<file path="config.mk">
export PLATFORM = sky130hd
export DESIGN_NAME = mux_serializer
export DESIGN_NICKNAME = d
export VERILOG_FILES = /design/src/rtl/mux_serializer_pkg.sv /design/src/rtl/mux_serializer_ser_bit_cnt.sv /design/src/rtl/mux_serializer.sv
export SDC_FILE = /design/constraint.sdc
export NUM_CORES = 1
export LEC_CHECK = 0
export BUFFER_PORTS_ARGS = -buffer_cell sky130_fd_sc_hd__buf_2
export CORE_UTILIZATION = 31
export CTS_CLUSTER_SIZE = 20
export DETAILED_ROUTE_END_ITERATION = 10
export PLACE_DENSITY = 0.57
export SLEW_MARGIN = 10
export SYNTH_ARGS = -nofsm -noshare
export SYNTH_HDL_FRONTEND = slang
export SYNTH_HIERARCHICAL = 1
export SYNTH_SLANG_ARGS = --single-unit
</file>
<file path="constraint.sdc">
create_clock -name clk -period 1.8 [get_ports clk]
set_input_delay 0.09 -clock clk [delete_from_list [all_inputs] [get_ports clk]]
set_output_delay 0.09 -clock clk [all_outputs]
set_load 0.01 [all_outputs]
</file>
<file path="src/rtl/mux_serializer_pkg.sv">
// Shared definitions for the 8:1 mux serializer: FSM states, mux geometry
// and the select endpoints for each bit order.
package mux_pkg;

    localparam int MUX_N     = 8;
    localparam int MUX_SEL_W = 3;

    typedef enum logic {
        IDLE  = 1'b0,
        SHIFT = 1'b1
    } state_e;

    function automatic logic [MUX_SEL_W-1:0] SEL_FIRST(input logic msb_first);
        return msb_first ? MUX_SEL_W'(MUX_N - 1) : '0;
    endfunction

    function automatic logic [MUX_SEL_W-1:0] SEL_LAST(input logic msb_first);
        return msb_first ? '0 : MUX_SEL_W'(MUX_N - 1);
    endfunction

endpackage

</file>
<file path="src/rtl/mux_serializer_ser_bit_cnt.sv">
// Select counter for the serializer: one register drives the mux select,
// and the bit position within the word is derived from it.
module ser_bit_cnt
    import mux_pkg::*;
(
    input  logic                 clk,
    input  logic                 rst,
    input  logic                 load_i,
    input  logic [MUX_SEL_W-1:0] load_val_i,
    input  logic                 en_i,
    input  logic                 up_i,
    output logic [MUX_SEL_W-1:0] sel_o,
    output logic [MUX_SEL_W-1:0] cnt_o,
    output logic                 last_o
);

    logic [MUX_SEL_W-1:0] sel_q;
    logic [MUX_SEL_W-1:0] sel_d;

    // Load wins over stepping so a gapless accept restarts the word cleanly.
    always_comb begin
        sel_d = sel_q;
        if (load_i) begin
            sel_d = load_val_i;
        end else if (en_i) begin
            sel_d = up_i ? sel_q + MUX_SEL_W'(1) : sel_q - MUX_SEL_W'(1);
        end
    end

    always_ff @(posedge clk or posedge rst) begin
        if (rst) begin
            sel_q <= '0;
        end else begin
            sel_q <= sel_d;
        end
    end

    // Counting down from the top is the same as counting up on the inverted select.
    assign sel_o  = sel_q;
    assign cnt_o  = up_i ? sel_q : ~sel_q;
    assign last_o = (cnt_o == MUX_SEL_W'(MUX_N - 1));

endmodule

</file>
<file path="src/rtl/mux_serializer.sv">
// Parallel-to-serial front end for an external 8:1 mux: holds the word on
// mux_i, walks mux_s, and registers mux_y into a framed serial stream.
module mux_serializer
    import mux_pkg::*;
#(
    parameter bit MSB_FIRST = 1'b0
) (
    input  logic                 clk,
    input  logic                 rst,
    input  logic                 in_valid,
    output logic                 in_ready,
    input  logic [MUX_N-1:0]     in_data,
    output logic [MUX_N-1:0]     mux_i,
    output logic [MUX_SEL_W-1:0] mux_s,
    input  logic                 mux_y,
    output logic                 ser_out,
    output logic                 ser_valid,
    input  logic                 ser_ready,
    output logic                 frame_first,
    output logic                 frame_last,
    output logic                 busy
);

    state_e               state_q, state_d;
    logic [MUX_N-1:0]     hold_q, hold_d;
    logic                 ser_out_q, ser_out_d;
    logic                 ser_valid_q, ser_valid_d;
    logic                 first_q, first_d;
    logic                 last_q, last_d;

    logic                 adv;
    logic                 accept;
    logic                 cnt_last;
    logic                 cnt_up;
    logic                 cnt_en;
    logic [MUX_SEL_W-1:0] cnt;
    logic [MUX_SEL_W-1:0] sel;

    // Every register advances only when the output slot is free or being taken.
    assign adv      = !ser_valid_q || ser_ready;
    assign in_ready = !rst && adv && ((state_q == IDLE) || cnt_last);
    assign accept   = in_valid && in_ready;
    assign cnt_up   = !MSB_FIRST;
    assign cnt_en   = adv && (state_q == SHIFT);

    ser_bit_cnt u_cnt (
        .clk        (clk),
        .rst        (rst),
        .load_i     (accept),
        .load_val_i (SEL_FIRST(MSB_FIRST)),
        .en_i       (cnt_en),
        .up_i       (cnt_up),
        .sel_o      (sel),
        .cnt_o      (cnt),
        .last_o     (cnt_last)
    );

    always_comb begin
        state_d     = state_q;
        hold_d      = hold_q;
        ser_out_d   = ser_out_q;
        ser_valid_d = ser_valid_q;
        first_d     = first_q;
        last_d      = last_q;

        if (accept) begin
            hold_d = in_data;
        end

        if (adv) begin
            case (state_q)
                IDLE: begin
                    ser_valid_d = 1'b0;
                    first_d     = 1'b0;
                    last_d      = 1'b0;
                    if (accept) begin
                        state_d = SHIFT;
                    end
                end
                SHIFT: begin
                    ser_out_d   = mux_y;
                    ser_valid_d = 1'b1;
                    first_d     = (cnt == '0);
                    last_d      = cnt_last;
                    // A word accepted on the final bit keeps streaming without a gap.
                    if (cnt_last && !accept) begin
                        state_d = IDLE;
                    end
                end
                default: begin
                    state_d = IDLE;
                end
            endcase
        end
    end

    always_ff @(posedge clk or posedge rst) begin
        if (rst) begin
            state_q     <= IDLE;
            hold_q      <= '0;
            ser_out_q   <= 1'b0;
            ser_valid_q <= 1'b0;
            first_q     <= 1'b0;
            last_q      <= 1'b0;
        end else begin
            state_q     <= state_d;
            hold_q      <= hold_d;
            ser_out_q   <= ser_out_d;
            ser_valid_q <= ser_valid_d;
            first_q     <= first_d;
            last_q      <= last_d;
        end
    end

    assign mux_i       = hold_q;
    assign mux_s       = sel;
    assign ser_out     = ser_out_q;
    assign ser_valid   = ser_valid_q;
    assign frame_first = first_q;
    assign frame_last  = last_q;
    assign busy        = (state_q == SHIFT);

endmodule
</file>
==> results of run 1 <==
-- critical path, cell delays in order, from the launching register on --
cell      delay [ns]
dfrtp_1         0.39
ha_1            0.29
a21boi_4        0.16
nor2b_4         0.14
nor4b_4         0.05
buf_4           0.15
buf_12          0.14
mux2_4          0.30
-- cells in the final DEF, fill, tap and decap left out, types with 2 or more instances in the layout --
master,count
buf_2,29
dfrtp_1,16
mux2_4,8
nand2_1,8
buf_4,7
inv_1,6
conb_1,5
xnor2_1,4
clkbuf_4,3
o21ai_0,3
nand2b_1,2
nand3_1,2
-- cell type report --
cell class	count	share of cell area [%]
repair buffers	39	21.7
multi-input cells	49	36.9
inverters	6	1.93
clock buffers	3	1.93
well taps	30	3.22
flip-flops and latches	16	34.3
-- logic make-up (layout without fill, tap and decap cells) --
family	Yosys count	in the layout	share of synthesized area (%)
AO/OA/AOI/OAI	7	7	5.03
XOR/XNOR	4	4	4.14
adder cells (fa/ha/maj)	2	2	3.85
buffers and inverters	8	48	5.33
flip-flops	16	16	47.3
multiplexers	10	10	16.7
other	2	5	0.888
AND/OR/NAND/NOR	21	21	16.7
-- how the worst max path moves through the flow --
stage | startpoint | to | slack, ns | cells past startpoint
after floorplan | u_cnt/sel_o[0] | mux_i[0] | 0.07 | 6
after global placement | u_cnt/sel_o[1] | mux_i[4] | 0.12 | 6
after detailed placement | u_cnt/sel_o[1] | mux_i[4] | 0.07 | 6
after CTS | u_cnt/sel_o[1] | mux_i[4] | 0.05 | 6
after global routing | u_cnt/sel_o[1] | mux_i[6] | -0.0002 | 7
final | u_cnt/sel_o[1] | mux_i[4] | 0.06 | 7
-- flip-flops by register name, summed over array words and instances (netlist names) --
register	cells
mux_i	8
ser_valid	1
busy	1
frame_last	1
u_cnt/sel_o	3
frame_first	1
ser_out	1
-- metal layers --
layer	GRT usage (%)	vias to the layer above	routed length, um
met2	20.1	18	890
met1	16.8	310	778
li1	-	313	-
met4	3.85	0	0
met3	2.50	0	70
met5	0	-	0
-- what timing repair did --
action | CTS | global route
setup buffers | 0 | 3
hold endpoints to repair | 16 | 0
setup endpoints to repair | 0 | 9
hold buffers | 1 | 0
gates resized for setup | 0 | 3
-- through the flow --
stage | area, um^2 | utilization, % | TNS (ns) | power (W)
final | 1170 | 46.2 | 0 | 0.00187
after CTS | 1100 | 43.8 | 0 | 0.00182
after global placement | 1070 | 42.5 | 0 | 0.00160
after global routing | 1170 | 46.2 | -0.000150 | 0.00202
after floorplan | 861 | - | 0 | 0.00126
after detailed placement | 1070 | 42.5 | 0 | 0.00163
-- power by group --
group | switching, W | internal (W) | leakage (nW) | total, W
Clock | 0.000110 | 0.0000776 | 0.0138 | 0.000188
Combinational | 0.000472 | 0.000587 | 0.398 | 0.00106
Sequential | 0.0000930 | 0.000535 | 0.191 | 0.000628
Total | 0.000675 | 0.00120 | 0.602 | 0.00187
==> impl_metrics.ini, run 1 <==
[cts]
cts_max_path_buffers = 2
cts_tree = built
cts_max_level = 1
cts_root_buf = clkbuf_4
clk_pin_slew_worst_paths_ns = 0.09
numClockSinks = 16
numCtsBuffers = 3
clock_latency_ns = 0.28

[min_path]
worst_hold_path_type = in2reg
hold_start = mux_y
min_to = ser_out
holdPathStages = 2

[routing]
wl_per_cell_um = 12.2
wirelength_um = 1740
vias = 641
drc_errors = 0
ant_nets = 0
vias_per_cell = 4.48
drt_iter0_drc = 8
dr.pass1.iters = 4

[synth]
synth_top_area_share_pct = 47.3
avgSynthCellArea_um2 = 12.1
seq_area_frac_synth_pct = 47.3
yosysMostFrequentCell = dfrtp_1
synth_common_cells = 16 x dfrtp_1, 8 x mux2_4, 8 x nand2_1
ys_ff_latch = 16
synthArstFlopShare_pct = 100
synth.distinct_cells = 27
synth-main-ff-cell = dfrtp_1
yosysTopAreaCell = dfrtp_1
syn-instance-count = 70
synth_top_cells_by_area = dfrtp_1 47%, mux2_4 14%, xnor2_1 4.1%
synth_warnings = 6
synth_edf_count = 0
synth_area_um2 = 846

[global_routing]
grt_pass1_vias = 562
grt_remaining_overflow = 0
antenna_found_initial = 0
grt.total_usage_pct = 12.5
grt_first_pass_wirelength_um = 2580
grt_max_degree = 17

[floorplan]
coreArea_mm2 = 0.00252
fp-row-count = 18
die_y_um = 54.2
dieArea_mm2 = 0.00294
fp.dieW_um = 54.2
start_util_pct = 33.5
ios = 30

[cells_and_area]
seq_area_um2 = 400
final_cell_count_no_fill = 143
synthToLayoutAreaGrowth_pct = 37.9
fillers = 252
nNetsFinal = 130
multi_input_area_um2 = 430
drive_gt1_share_pct = 48.7
antennaDiodeCount = 0

[timing]
post-route-period-util_pct = 96.4
finalHoldWorstSlack_ns = 0.0168
max_slew.worst_pin.slew_ns = 0.503
fin_skew_ns = 0.00240
setup_violations = 0
maxSlewHeadroom_pct = 66.4
maxSlewViolCount = 0
finalWorstSetupSlack_ns = 0.0647
max_freq_mhz = 576
final.min_clock_period_ns = 1.74
final-hold-violation-count = 0

[critical_path]
regToRegSetupSlack_ns = 0.06
r2r_end = mux_i[4]
endpoint_kind = flop
crit_type = reg2reg
r2r_start = u_cnt/sel_o[1]
cp.arrival_ns = 1.91
worstPathRequired_ns = 1.97
worst_r2r_path_depth = 7
start_kind = flop
crit_fanout = 7

[power_and_ir_drop]
power_density_mw_per_mm2 = 1610
peakVddDrop_mv = 0.862
leakage_nw = 0.602

[placement]
routabilityCongestion = 0.717
port_buffers = 29
dpl.hpwl_um = 1270
dp_cells = 135
place_ws_ns = 0.0727

[flow_run]
max_cap_viol_count = 0

[outcome]
outcome = complete, no violations
No activity file was read; power rests on OpenSTA's default activity.
==> run 2: changes to the inputs <==
--- a/config.mk
+++ b/config.mk
@@ -9,6 +9,7 @@
 export CORE_UTILIZATION = 31
 export CTS_CLUSTER_SIZE = 20
 export DETAILED_ROUTE_END_ITERATION = 10
+export GPL_TIMING_DRIVEN = 0
 export PLACE_DENSITY = 0.57
 export SLEW_MARGIN = 10
 export SYNTH_ARGS = -nofsm -noshare
==> impl_metrics.ini, run 2 (synthesis gave the netlist of run 1 again) <==
[outcome]
outcome = complete, no violations

[critical_path]
regToRegSetupSlack_ns = 0.004
crit_type = reg2reg
slowest_delay_ns = 0.42
crit_slowest_cell = dfrtp_1
crit_buf_inv = 1
cp.arrival_ns = 1.96
r2r_start = u_cnt/sel_o[1]
worstPathRequired_ns = 1.97
worst_r2r_path_depth = 6
r2r_end = mux_i[1]
endpoint_kind = flop
start_kind = flop
crit_fanout = 8
critPathTopFamily = flip-flops
path_cells = ha_4 > a21boi_4 > nor2b_4 > nor4b_4 > buf_6 > mux2_4

[timing]
finalHoldWorstSlack_ns = 0.0204
final.min_clock_period_ns = 1.80
max_freq_mhz = 557
setup_tns_ns = 0
fin_skew_ns = 0.00213
setup_violations = 0
grt_setup_unrepaired = yes
maxSlewViolCount = 0
final-hold-violation-count = 0
post-route-period-util_pct = 99.8

[floorplan]
fp.dieW_um = 54.2
fp-row-count = 18
coreArea_mm2 = 0.00252
ios = 30
dieArea_mm2 = 0.00294
start_util_pct = 33.5
die_y_um = 54.2

[placement]
dp_cells = 132
routabilityCongestion = 0.682
port_buffers = 29
dpl_cell_area_mm2 = 0.00104
dpl.hpwl_um = 1210

[min_path]
worst_hold_path_type = in2reg
holdPathStages = 2
hold_start = mux_y
min_to = ser_out

[cts]
clk_pin_slew_worst_paths_ns = 0.09
cts_root_buf = clkbuf_4
numClockSinks = 16
cts_max_level = 1
clock_latency_ns = 0.28
numCtsBuffers = 3
cts_max_path_buffers = 2
cts_tree = built

[cells_and_area]
antennaDiodeCount = 0
design_area_mm2 = 0.00116
largest_reg_flops = 8
most-common-layout-cells = 29 x buf_2, 15 x dfrtp_1, 8 x mux2_4, 8 x nand2_1
synthToLayoutAreaGrowth_pct = 37.6
layout.cells.most_common = buf_2
nNetsFinal = 129
final_cell_count_no_fill = 143
drive_gt1_share_pct = 50.4

[global_routing]
grt_remaining_overflow = 0
grt.total_usage_pct = 11.8
grt_max_degree = 14
grt_pass1_vias = 543
antenna_found_initial = 0
grt_first_pass_wirelength_um = 2420

[routing]
drt_iter0_drc = 13
vias = 620
routed.top_layer = met3
wl_per_cell_um = 11.8
dr.pass1.iters = 6
vias_per_cell = 4.34
drt-met1-wl_um = 722
wl_met2_um = 911
wl_met3_um = 61
wirelength_um = 1690
drc_errors = 0
ant_nets = 0

[power_and_ir_drop]
clock_power_share_pct = 12.0
peakVddDrop_mv = 0.920
leakage_nw = 0.595
switching_power_w = 0.000682
finalPower_w = 0.00190
p_sw_share_pct = 35.8
internal_power_w = 0.00122
power_density_mw_per_mm2 = 1640
seq_power_share_pct = 35.2
p_comb_share_pct = 52.8

[flow_run]
max_cap_viol_count = 0
-- run 2: worst reg2reg max path, delay by kind of cell, from the launching register on --
family | cells | cell delay (ns)
flip-flops | 1 | 0.42
AO/OA/AOI/OAI | 1 | 0.19
multiplexers | 1 | 0.32
AND/OR/NAND/NOR | 2 | 0.39
adder cells (fa/ha/maj) | 1 | 0.15
buffers and inverters | 1 | 0.22
-- run 2: per-layer routing --
metal  GRT usage (%)  vias to the layer above
met3            3.33                        0
met1            14.8                      293
met5               0                        -
li1                -                      310
met4            2.56                        0
met2            19.9                       17
-- run 2: worst max-delay path by stage --
stage	start	endpoint	slack, ns	cells past startpoint
floorplan	u_cnt/sel_o[0]	mux_i[0]	0.07	6
finish	u_cnt/sel_o[1]	mux_i[1]	0.004	6
global placement	u_cnt/sel_o[0]	mux_i[2]	-0.03	6
CTS	u_cnt/sel_o[1]	mux_i[1]	0.01	6
global route	u_cnt/sel_o[1]	u_cnt/sel_o[2]	-0.07	8
detailed placement	u_cnt/sel_o[0]	u_cnt/sel_o[2]	-0.06	8
-- run 2: through the flow --
step / setup WS [ns] / util (%)
after detailed placement: -0.0630 / 41.4
after floorplan: 0.0692 / -
after global placement: -0.0271 / 41.4
after global routing: -0.0715 / 46.1
after CTS: 0.0126 / 44.1
final: 0.00422 / 46.1
-- run 2: final cells by class --
class / count / area (um^2)
Buffer: 2 / 22.5
Clock buffer: 4 / 36.3
Fill cell: 258 / 1360
Inverter: 6 / 22.5
Multi-Input combinational cell: 49 / 443
Sequential cell: 16 / 402
Tap cell: 30 / 37.5
Timing Repair Buffer: 36 / 200
-- run 2: what timing repair did --
action	CTS	global route
setup buffers	1	4
pin swaps	1	3
hold buffers	1	0
endpoints found under the setup margin	9	9
gates resized for setup	3	3
cloned	1	0
hold endpoints to repair	16	0
-- run 2: power groups by stage --
stage	Combinational (W)	Sequential (W)	Clock, W
floorplan	0.000511	0.000747	0
global placement	0.000837	0.000674	0
detailed placement	0.000867	0.000687	0
CTS	0.000922	0.000674	0.000233
global route	0.00110	0.000694	0.000259
finish	0.00101	0.000670	0.000228
==> run 3: changes to the inputs <==
--- a/config.mk
+++ b/config.mk
@@ -7,10 +7,12 @@
 export LEC_CHECK = 0
 export BUFFER_PORTS_ARGS = -buffer_cell sky130_fd_sc_hd__buf_2
 export CORE_UTILIZATION = 31
+export CTS_BUF_LIST = sky130_fd_sc_hd__clkbuf_16
 export CTS_CLUSTER_SIZE = 20
 export DETAILED_ROUTE_END_ITERATION = 10
 export GPL_TIMING_DRIVEN = 0
 export PLACE_DENSITY = 0.57
+export REMOVE_ABC_BUFFERS = 1
 export SLEW_MARGIN = 10
 export SYNTH_ARGS = -nofsm -noshare
 export SYNTH_HDL_FRONTEND = slang
==> impl_metrics.ini, run 3 (synthesis gave the netlist of run 1 again) <==
[cells_and_area]
final_cell_count_no_fill = 142
nNetsFinal = 128
largest_reg_flops = 8
drive_gt1_share_pct = 49.1
antennaDiodeCount = 0
layout.cells.most_common = buf_2
synthToLayoutAreaGrowth_pct = 41.1
most-common-layout-cells = 29 x buf_2, 13 x dfrtp_1, 8 x mux2_4, 8 x nand2_1, 6 x inv_1
fin_util_pct = 47.3
fillers = 238

[cts]
cts_root_buf = clkbuf_16
clk_pin_slew_worst_paths_ns = 0.05
numCtsBuffers = 3
cts_tree = built
cts_max_level = 1
clock_latency_ns = 0.25
numClockSinks = 16
cts_max_path_buffers = 2

[placement]
routabilityCongestion = 0.702
dpl.hpwl_um = 1170
dp_cells = 130
port_buffers = 29
place_ws_ns = -0.682

[critical_path]
path_cells = ha_4 > a21boi_4 > nor2b_4 > nor4b_4 > buf_6 > mux2_4
crit_type = reg2reg
r2r_start = u_cnt/sel_o[1]
r2r_end = mux_i[6]
critPathTopFamily = flip-flops
worstPathRequired_ns = 1.93
crit_buf_inv = 1
regToRegSetupSlack_ns = 0.04
worst_r2r_path_depth = 6
cp.arrival_ns = 1.89
crit_fanout = 7
start_kind = flop
endpoint_kind = flop
slowest_delay_ns = 0.41
cp-startpoint = u_cnt/sel_o[1]
crit_slowest_cell = dfrtp_2

[timing]
final-hold-violation-count = 0
post-route-period-util_pct = 97.9
max_freq_mhz = 567
setup_tns_ns = 0
final.min_clock_period_ns = 1.76
fin_skew_ns = 0.00336
setup_violations = 0
maxSlewViolCount = 0
grt_setup_unrepaired = yes
finalWorstSetupSlack_ns = 0.0374

[min_path]
hold_start = mux_y
holdPathStages = 2
worst_hold_path_type = in2reg
min_to = ser_out

[power_and_ir_drop]
internal_power_w = 0.00138
switching_power_w = 0.000711
peakVddDrop_mv = 0.732
leakage_nw = 0.605
power_density_mw_per_mm2 = 1750
p_sw_share_pct = 34.0
p_comb_share_pct = 47.0
clock_power_share_pct = 20.6
seq_power_share_pct = 32.5

[floorplan]
dieArea_mm2 = 0.00294
die_y_um = 54.2
ios = 30
start_util_pct = 33.5
fp-row-count = 18
fp.dieW_um = 54.2
coreArea_mm2 = 0.00252

[routing]
wirelength_um = 1720
wl_per_cell_um = 12.1
vias_per_cell = 4.50
ant_nets = 0
drt_iter0_drc = 15
vias = 639
drc_errors = 0
dr.pass1.iters = 4

[global_routing]
grt.total_usage_pct = 13.3
grt_remaining_overflow = 0
antenna_found_initial = 0
grt_max_degree = 14
grt_pass1_vias = 575
grt_first_pass_wirelength_um = 2620

[flow_run]
max_cap_viol_count = 0

[outcome]
outcome = complete, no violations
## run 3: cell types whose count changed in the layout (fill, tap and decap cells not counted)
| cell | before | now |
|---|---|---|
| a22oi_2 | 1 | 0 |
| clkbuf_8 | 1 | 0 |
| nor2b_2 | 1 | 0 |
| a22oi_1 | 0 | 1 |
| buf_4 | 6 | 5 |
| nor2b_1 | 0 | 1 |
| clkbuf_4 | 3 | 0 |
| dfrtp_1 | 15 | 13 |
| dfrtp_2 | 1 | 3 |
| clkbuf_16 | 0 | 3 |
| clkinv_1 | 0 | 1 |
## run 3: area by class of cell
cell class                 count  area (um^2)  share of cell area (%)
clock buffer                   3         75.1                    6.29
sequential                    16          404                    33.9
timing repair buffer          37          215                    18.0
inverter                       6         22.5                    1.89
tap                           30         37.5                    3.14
multi-input combinational     49          435                    36.5
clock inverter                 1         3.75                   0.314
## run 3: how the worst max path moves through the flow
stage                                 to  slack, ns  depth (start not counted)
after global routing            mux_i[7]      -0.02                          6
after CTS                       mux_i[7]       0.01                          6
after detailed placement  u_cnt/sel_o[2]      -0.68                          7
after global placement    u_cnt/sel_o[2]      -0.60                          7
final                           mux_i[6]       0.04                          6
after floorplan           u_cnt/sel_o[2]      -0.35                          7
## run 3: metrics by stage
| stage | hold slack, ns | area (um^2) | total power [W] |
|---|---|---|---|
| floorplan | -0.156 | 835 | 0.00124 |
| global placement | 0.0138 | 1020 | 0.00149 |
| detailed placement | 0.0259 | 1020 | 0.00153 |
| CTS | 0.0550 | 1130 | 0.00200 |
| global route | 0.0690 | 1190 | 0.00224 |
| finish | 0.0542 | 1190 | 0.00209 |
## run 3: power groups by stage
stage               registers (W)  logic (W)  clock network (W)
floorplan                0.000746   0.000495                  0
global placement         0.000673   0.000821                  0
detailed placement       0.000683   0.000848                  0
CTS                      0.000684   0.000875           0.000440
global route             0.000702    0.00108           0.000463
finish                   0.000679   0.000983           0.000430
## run 3: repair_timing
item / in CTS / in global routing
hold buffers: 1 / 0
pin swaps: 2 / 3
hold endpoints to repair: 16 / 0
endpoints found under the setup margin: 12 / 9
buffers inserted: 3 / 4
resized for setup: 2 / 6
## run 3: routing by layer
metal	wire length, um	GRT usage [%]	up-vias
li1	-	-	308
met1	772	15.5	311
met2	857	22.2	17
met3	65	2.50	3
met4	29	8.97	0
met5	0	0	-
